File: src/rtl/cam_vip_pkg.sv
// Shared definitions for the camera-to-VIP packetizer.
//   - VIP packet type / interlace nibbles
//   - packetizer FSM state encoding
//   - FIFO entry layout {sof, pixel}
//   - pack_nibbles(): places one nibble in the low bits of each 10-bit symbol
package cam_vip_pkg;

  localparam logic [3:0] VIP_TYPE_CTRL      = 4'hF;
  localparam logic [3:0] VIP_TYPE_VIDEO     = 4'h0;
  localparam logic [3:0] VIP_INTERLACE_PROG = 4'h3;

  typedef enum logic [2:0] {
    S_IDLE,
    S_C0,
    S_C1,
    S_C2,
    S_C3,
    S_VH,
    S_PIX,
    S_PAD
  } state_e;

  typedef struct packed {
    logic        sof;
    logic [29:0] data;
  } fifo_entry_t;

  // Symbol n occupies data[10n+9:10n]; header nibbles sit in data[10n+3:10n].
  function automatic logic [29:0] pack_nibbles(input logic [3:0] sym2,
                                               input logic [3:0] sym1,
                                               input logic [3:0] sym0);
    return {6'b0, sym2, 6'b0, sym1, 6'b0, sym0};
  endfunction

endpackage

File: src/rtl/vip_pix_fifo.sv
// Synchronous show-ahead FIFO for {sof, pixel} entries.
// dout always presents the head entry; it is valid whenever empty is low.
// Ports:
//   clk, reset_n  clock, asynchronous active-low reset (empties the FIFO)
//   push, din     write request and data (ignored while full)
//   pop           consume the head entry (ignored while empty)
//   dout          head entry
//   full, empty   status flags
module vip_pix_fifo #(
  parameter int DEPTH = 8,
  parameter int WIDTH = 31
) (
  input  logic             clk,
  input  logic             reset_n,
  input  logic             push,
  input  logic             pop,
  input  logic [WIDTH-1:0] din,
  output logic [WIDTH-1:0] dout,
  output logic             full,
  output logic             empty
);

  localparam int AW = $clog2(DEPTH);

  // One extra pointer bit distinguishes full from empty when the indices match.
  logic [AW:0]      wr_ptr_q, rd_ptr_q;
  logic [WIDTH-1:0] mem_q [DEPTH];
  logic             do_push, do_pop;

  assign empty   = (wr_ptr_q == rd_ptr_q);
  assign full    = (wr_ptr_q[AW] != rd_ptr_q[AW]) &&
                   (wr_ptr_q[AW-1:0] == rd_ptr_q[AW-1:0]);
  assign do_push = push && !full;
  assign do_pop  = pop && !empty;
  assign dout    = mem_q[rd_ptr_q[AW-1:0]];

  // NOTE: sequential state uses non-blocking (<=) so every flop samples
  // pre-edge values; combinational blocks use blocking (=).
  always_ff @(posedge clk or negedge reset_n) begin
    if (!reset_n) begin
      wr_ptr_q <= '0;
      rd_ptr_q <= '0;
    end else begin
      if (do_push) wr_ptr_q <= wr_ptr_q + 1'b1;
      if (do_pop)  rd_ptr_q <= rd_ptr_q + 1'b1;
    end
  end

  // NOTE: the storage array has no reset; pointers alone define validity,
  // which keeps the array a plain RAM without a reset fan-out.
  always_ff @(posedge clk) begin
    if (do_push) mem_q[wr_ptr_q[AW-1:0]] <= din;
  end

endmodule

File: src/rtl/cam_vip_packetizer.sv
// Camera pixel stream to Avalon-ST Video (VIP) packetizer.
// Per frame: one control packet (width/height/progressive), then one video
// packet of exactly IMG_WIDTH*IMG_HEIGHT pixels (short frames are zero-padded,
// long frames truncated). A pixel FIFO absorbs header beats and stalls.
// Build option: define VIP_CTRL_PKT_EN to emit control packets; without it
// only video packets are sent.
// Ports:
//   clk, reset_n                      clock, asynchronous active-low reset
//   pix_data/pix_valid/pix_sof        camera input, no backpressure
//   source_data/valid/ready/sop/eop   VIP source, readyLatency 0
//   ovf_clr, ovf_sticky               dropped-pixel flag and its clear
module cam_vip_packetizer
  import cam_vip_pkg::*;
#(
  parameter int IMG_WIDTH  = 800,
  parameter int IMG_HEIGHT = 480,
  parameter int FIFO_DEPTH = 64
) (
  input  logic        clk,
  input  logic        reset_n,
  input  logic [29:0] pix_data,
  input  logic        pix_valid,
  input  logic        pix_sof,
  output logic [29:0] source_data,
  output logic        source_valid,
  input  logic        source_ready,
  output logic        source_sop,
  output logic        source_eop,
  input  logic        ovf_clr,
  output logic        ovf_sticky
);

  localparam int NPIX  = IMG_WIDTH * IMG_HEIGHT;
  localparam int CNT_W = (NPIX > 1) ? $clog2(NPIX) : 1;
  localparam logic [CNT_W-1:0] LAST_PIX = CNT_W'(NPIX - 1);
`ifdef VIP_CTRL_PKT_EN
  localparam logic [15:0] W16 = 16'(IMG_WIDTH);
  localparam logic [15:0] H16 = 16'(IMG_HEIGHT);
`endif

  fifo_entry_t fifo_din, fifo_head;
  logic        fifo_push, fifo_pop, fifo_full, fifo_empty;
  logic        drop_q, drop_d, ovf_q, ovf_d;

  state_e           state_q, state_d;
  logic [CNT_W-1:0] cnt_q, cnt_d;
  logic [29:0]      data_q, data_d;
  logic             valid_q, valid_d, sop_q, sop_d, eop_q, eop_d;
  logic             load;

  vip_pix_fifo #(.DEPTH(FIFO_DEPTH), .WIDTH(31)) u_fifo (
    .clk     (clk),
    .reset_n (reset_n),
    .push    (fifo_push),
    .pop     (fifo_pop),
    .din     (fifo_din),
    .dout    (fifo_head),
    .full    (fifo_full),
    .empty   (fifo_empty)
  );

  assign fifo_din = '{sof: pix_sof, data: pix_data};

  // Input side: after a loss the rest of that frame is discarded until a
  // new sof, so the FIFO never holds a frame with a hole in it.
  always_comb begin
    // NOTE: every combinationally assigned signal gets a default first so no
    // path leaves it unassigned (which would infer a latch).
    fifo_push = 1'b0;
    drop_d    = drop_q;
    ovf_d     = ovf_q && !ovf_clr;
    if (pix_valid) begin
      if (fifo_full) begin
        ovf_d  = 1'b1;
        drop_d = 1'b1;
      end else if (pix_sof) begin
        fifo_push = 1'b1;
        drop_d    = 1'b0;
      end else if (!drop_q) begin
        fifo_push = 1'b1;
      end
    end
  end

  // The FSM only advances when the output register can take a new beat.
  assign load = !valid_q || source_ready;

  always_comb begin
    state_d  = state_q;
    cnt_d    = cnt_q;
    fifo_pop = 1'b0;
    valid_d  = valid_q;
    sop_d    = sop_q;
    eop_d    = eop_q;
    data_d   = data_q;
    if (load) begin
      valid_d = 1'b0;
      sop_d   = 1'b0;
      eop_d   = 1'b0;
      data_d  = '0;
      case (state_q)
        S_IDLE: begin
          if (!fifo_empty) begin
            if (fifo_head.sof) begin
`ifdef VIP_CTRL_PKT_EN
              state_d = S_C0;
`else
              state_d = S_VH;
`endif
            end else begin
              fifo_pop = 1'b1;  // orphan pixel outside any frame
            end
          end
        end
`ifdef VIP_CTRL_PKT_EN
        S_C0: begin
          valid_d = 1'b1;
          sop_d   = 1'b1;
          data_d  = pack_nibbles(4'h0, 4'h0, VIP_TYPE_CTRL);
          state_d = S_C1;
        end
        S_C1: begin
          valid_d = 1'b1;
          data_d  = pack_nibbles(W16[7:4], W16[11:8], W16[15:12]);
          state_d = S_C2;
        end
        S_C2: begin
          valid_d = 1'b1;
          data_d  = pack_nibbles(H16[11:8], H16[15:12], W16[3:0]);
          state_d = S_C3;
        end
        S_C3: begin
          valid_d = 1'b1;
          eop_d   = 1'b1;
          data_d  = pack_nibbles(VIP_INTERLACE_PROG, H16[3:0], H16[7:4]);
          state_d = S_VH;
        end
`endif
        S_VH: begin
          valid_d = 1'b1;
          sop_d   = 1'b1;
          data_d  = pack_nibbles(4'h0, 4'h0, VIP_TYPE_VIDEO);
          cnt_d   = '0;
          state_d = S_PIX;
        end
        S_PIX: begin
          if (!fifo_empty) begin
            // cnt_q == 0 means the head is this frame's own sof pixel.
            if (fifo_head.sof && (cnt_q != '0)) begin
              state_d = S_PAD;  // next frame arrived early: pad this one
            end else begin
              fifo_pop = 1'b1;
              valid_d  = 1'b1;
              data_d   = fifo_head.data;
              if (cnt_q == LAST_PIX) begin
                eop_d   = 1'b1;
                cnt_d   = '0;
                state_d = S_IDLE;
              end else begin
                cnt_d = cnt_q + 1'b1;
              end
            end
          end
        end
        S_PAD: begin
          valid_d = 1'b1;
          if (cnt_q == LAST_PIX) begin
            eop_d   = 1'b1;
            cnt_d   = '0;
            state_d = S_IDLE;
          end else begin
            cnt_d = cnt_q + 1'b1;
          end
        end
        default: state_d = S_IDLE;
      endcase
    end
  end

  always_ff @(posedge clk or negedge reset_n) begin
    if (!reset_n) begin
      drop_q  <= 1'b1;
      ovf_q   <= 1'b0;
      state_q <= S_IDLE;
      cnt_q   <= '0;
      data_q  <= '0;
      valid_q <= 1'b0;
      sop_q   <= 1'b0;
      eop_q   <= 1'b0;
    end else begin
      drop_q  <= drop_d;
      ovf_q   <= ovf_d;
      state_q <= state_d;
      cnt_q   <= cnt_d;
      data_q  <= data_d;
      valid_q <= valid_d;
      sop_q   <= sop_d;
      eop_q   <= eop_d;
    end
  end

  assign source_data  = data_q;
  assign source_valid = valid_q;
  assign source_sop   = sop_q;
  assign source_eop   = eop_q;
  assign ovf_sticky   = ovf_q;

endmodule

File: config.mk
export PLATFORM = sky130hd
export DESIGN_NAME = cam_vip_packetizer
export DESIGN_NICKNAME = d
export VERILOG_FILES = /design/src/rtl/cam_vip_pkg.sv /design/src/rtl/vip_pix_fifo.sv /design/src/rtl/cam_vip_packetizer.sv
export SDC_FILE = /design/constraint.sdc
export NUM_CORES = 2
export LEC_CHECK = 0
export BUFFER_PORTS_ARGS = -buffer_cell sky130_fd_sc_hd__buf_2
export CAP_MARGIN = 10
export CORE_AREA = 10 10 430 432
export DETAILED_ROUTE_END_ITERATION = 7
export DIE_AREA = 0 0 440 442
export SLEW_MARGIN = 5
export SYNTH_ARGS = -nofsm -noshare
export SYNTH_HDL_FRONTEND = slang
export SYNTH_SLANG_ARGS = --single-unit
File: constraint.sdc
create_clock -name clk -period 6.7 [get_ports clk]
set_input_delay 0.67 -clock clk [delete_from_list [all_inputs] [get_ports clk]]
set_output_delay 0.67 -clock clk [all_outputs]
set_load 0.02 [all_outputs]
==> results.json <==
{
  "fmax_ghz": 0.218,
  "cp_max_fo": 38,
  "synthFlopType": "edfxtp_1",
  "detail_route.wl_per_cell_um": 32.2,
  "die_h_um": 442,
  "arrival_ns": 5.26,
  "num_rows": 154,
  "htreeDepth": 4,
  "syn_area_um2": 78900,
  "multiInputGateArea_um2": 17200,
  "ys_warn_count": 0,
  "insertion_delay_ns": 0.84,
  "postCtsSetupRepairBufs": 0,
  "ys_seq_elements": 2055,
  "root_buffer": "clkbuf_16",
  "start_kind": "register",
  "ant_nets": 0,
  "first_pass_iters": 7,
  "setup_viol": 0,
  "final-hold-violation-count": 0,
  "hpwl_um": 106000,
  "setup_tns_ns": 0,
  "drc": 0,
  "grt_pass1_wl_um": 281000,
  "peakVddDrop_mv": 0.345,
  "min_period_over_period_pct": 68.5,
  "wirelength_um": 196000,
  "io_buffers": 69,
  "final-seq-area_um2": 61400,
  "dpl_cell_area_um2": 82900,
  "layout-drive-gt1-share_pct": 32.2,
  "drv_cap": 0,
  "core_area_um2": 176000,
  "die-width_um": 440,
  "numCtsBuffers": 208,
  "status": "complete, no violations",
  "grt_overflow": 0,
  "total_power_mw": 36.2,
  "design.die.area_um2": 194000,
  "worstPathRequired_ns": 7.37,
  "max_slew_margin_pct": 14.6,
  "design_area_um2": 89600,
  "p_leak_nw": 27.9,
  "grt_pass1_vias": 37300,
  "synth-edff-count": 1984,
  "tightestPinTransition_ns": 1.28,
  "fin_ws_ns": 2.11,
  "clkTransAtPathRegs_ns": 0.06,
  "rsz0062_at_grt": "false",
  "ys_seq_area_share_pct": 77.7,
  "synthArstFlopShare_pct": 3.45,
  "ios": 70,
  "final_util_pct": 51.0,
  "crit_type": "register to register",
  "start_util_pct": 44.9,
  "grt_max_degree": 136,
  "syn_avg_cell_area_um2": 23.6,
  "synthesis.nets": 3383,
  "hold_path_class": "input port to register",
  "fin_crit_ns": 4.59,
  "p_per_area_nw_per_um2": 404,
  "synthCells": 3343,
  "antenna_found_initial": 4,
  "vias": 36300,
  "ys_types": 47,
  "cts.sinks": 2055,
  "area_delta_synth_final_pct": 13.5,
  "fin_worst_skew_ns": 0.0369,
  "vias_per_cell": 5.97,
  "clockBufferDepth": 3,
  "end_kind": "register",
  "gp_congestion": 0.758,
  "gr-usage-all-layers_pct": 20.0,
  "drt_iter0_drc": 3960,
  "cts_tree": "built",
  "nets": 3599,
  "final.fill_count": 13700,
  "dpl_worst_slack_ns": 2.11,
  "cts_resized": 0,
  "drv_slew": 0
}
-- sequential cells by signal (all words and copies together) (netlist names) --
| name | count |
|---|---|
| u_fifo.mem_q | 1984 |
| source_data | 30 |
| cnt_q | 19 |
| u_fifo.rd_ptr_q | 7 |
| u_fifo.wr_ptr_q | 7 |
| state_q | 3 |
| drop_q | 1 |
| ovf_sticky | 1 |
| source_eop | 1 |
| source_sop | 1 |
| source_valid | 1 |
-- final cells by class --
cell class | count | area share, %
Clock buffer | 271 | 6.24
Clock inverter | 113 | 1.23
Inverter | 9 | 0.0377
Tap cell | 2340 | 3.27
Timing Repair Buffer | 188 | 1.49
Antenna cell | 4 | 0.0112
Multi-Input combinational cell | 1097 | 19.2
Sequential cell | 2055 | 68.5
-- what timing repair did --
item                                   CTS  global route
endpoints found under the hold margin   20             0
hold buffers                             1             0
setup endpoints to repair                0             0
-- critical path: stages (launching register included) --
cell	delay, ns
dfrtp_4	0.90
buf_4	0.69
buf_4	0.62
nand3_1	0.14
a41oi_1	0.24
o211ai_1	0.32
o21a_2	0.26
o21ai_1	0.11
buf_4	0.25
or2_1	0.62
o21ai_0	0.19
-- cell usage in the layout (no fill, tap or decap), types with 11 or more instances in the layout --
cell          n
mux2_2       34
o21ai_0      36
edfxtp_1   1984
clkinv_2     31
nand3_1      19
clkbuf_16   212
buf_2        68
mux4_2      613
o31ai_1      11
nor2_4       64
buf_4       112
nand2_1      58
mux2i_1      40
o21ai_1      31
bufinv_16    19
a21oi_1      33
dfrtp_1      64
and3_1       11
clkbuf_1     53
clkinv_1     45
nor2_1       55
xnor2_1      16
-- path summary, 6_finish.rpt --
check,from,to,slack [ns],cells after the start
setup / recovery,u_fifo.rd_ptr_q[2],cnt_q[5],2.11,10
hold / removal,ovf_clr,ovf_sticky,0.15,2
setup reg to reg,u_fifo.rd_ptr_q[2],cnt_q[5],2.11,10
hold reg to reg,drop_q,drop_q,0.46,2
max in group asynchronous,reset_n,u_fifo.rd_ptr_q[5],5.10,3
min in group asynchronous,reset_n,source_data[12],0.34,2
-- cells in the mapped netlist (7+ instances only) --
master | number | area share [%]
buf_6 | 8 | 0.11
buf_2 | 58 | 0.37
mux2i_1 | 40 | 0.51
buf_1 | 32 | 0.15
inv_1 | 9 | 0.043
nand2b_1 | 8 | 0.063
mux4_2 | 613 | 17
nand3b_1 | 7 | 0.067
dfrtp_1 | 70 | 2.2
o21ai_1 | 31 | 0.20
nor2_1 | 119 | 0.57
nand2_1 | 58 | 0.28
o21ai_0 | 36 | 0.23
and3_1 | 11 | 0.087
nor2b_1 | 10 | 0.079
clkbuf_1 | 79 | 0.38
nand3_1 | 19 | 0.12
xnor2_1 | 16 | 0.18
a21oi_1 | 33 | 0.21
mux2_2 | 34 | 0.49
o31ai_1 | 11 | 0.10
edfxtp_1 | 1984 | 75
-- power by group --
| group | leakage (nW) | internal, mW | switching, mW |
|---|---|---|---|
| Combinational | 5.80 | 4.51 | 5.21 |
| Sequential | 18.8 | 14.6 | 0.467 |
| Clock | 3.26 | 6.60 | 4.82 |
| Total | 27.9 | 25.7 | 10.5 |
-- cells by family after synthesis --
logic type      after synthesis  share of synthesized area (%)
fa+ha+maj                     4                         0.0634
buf+inv                     191                           1.10
xor+xnor                     19                          0.211
compound gates              127                          0.919
simple gates                260                           1.50
mux                         687                           18.5
flops                      2055                           77.7
-- metrics by stage --
step,hold WS [ns],instances
2_1_floorplan,0.374,3343
3_3_place_gp,0.445,5688
3_5_place_dp,0.456,5688
4_1_cts,0.116,6073
5_1_grt,0.141,6073
6_report,0.155,6077
-- per-layer routing --
| layer | up-vias | track usage, % | part of all wire (%) |
|---|---|---|---|
| met3 | 273 | 3.52 | 6.1 |
| met2 | 1317 | 31.8 | 49 |
| li1 | 14700 | - | - |
| met1 | 19900 | 28.4 | 42 |
| met5 | - | 0 | 0.0036 |
| met4 | 2 | 6.27 | 3.1 |
(Power assumes the default switching activity.)
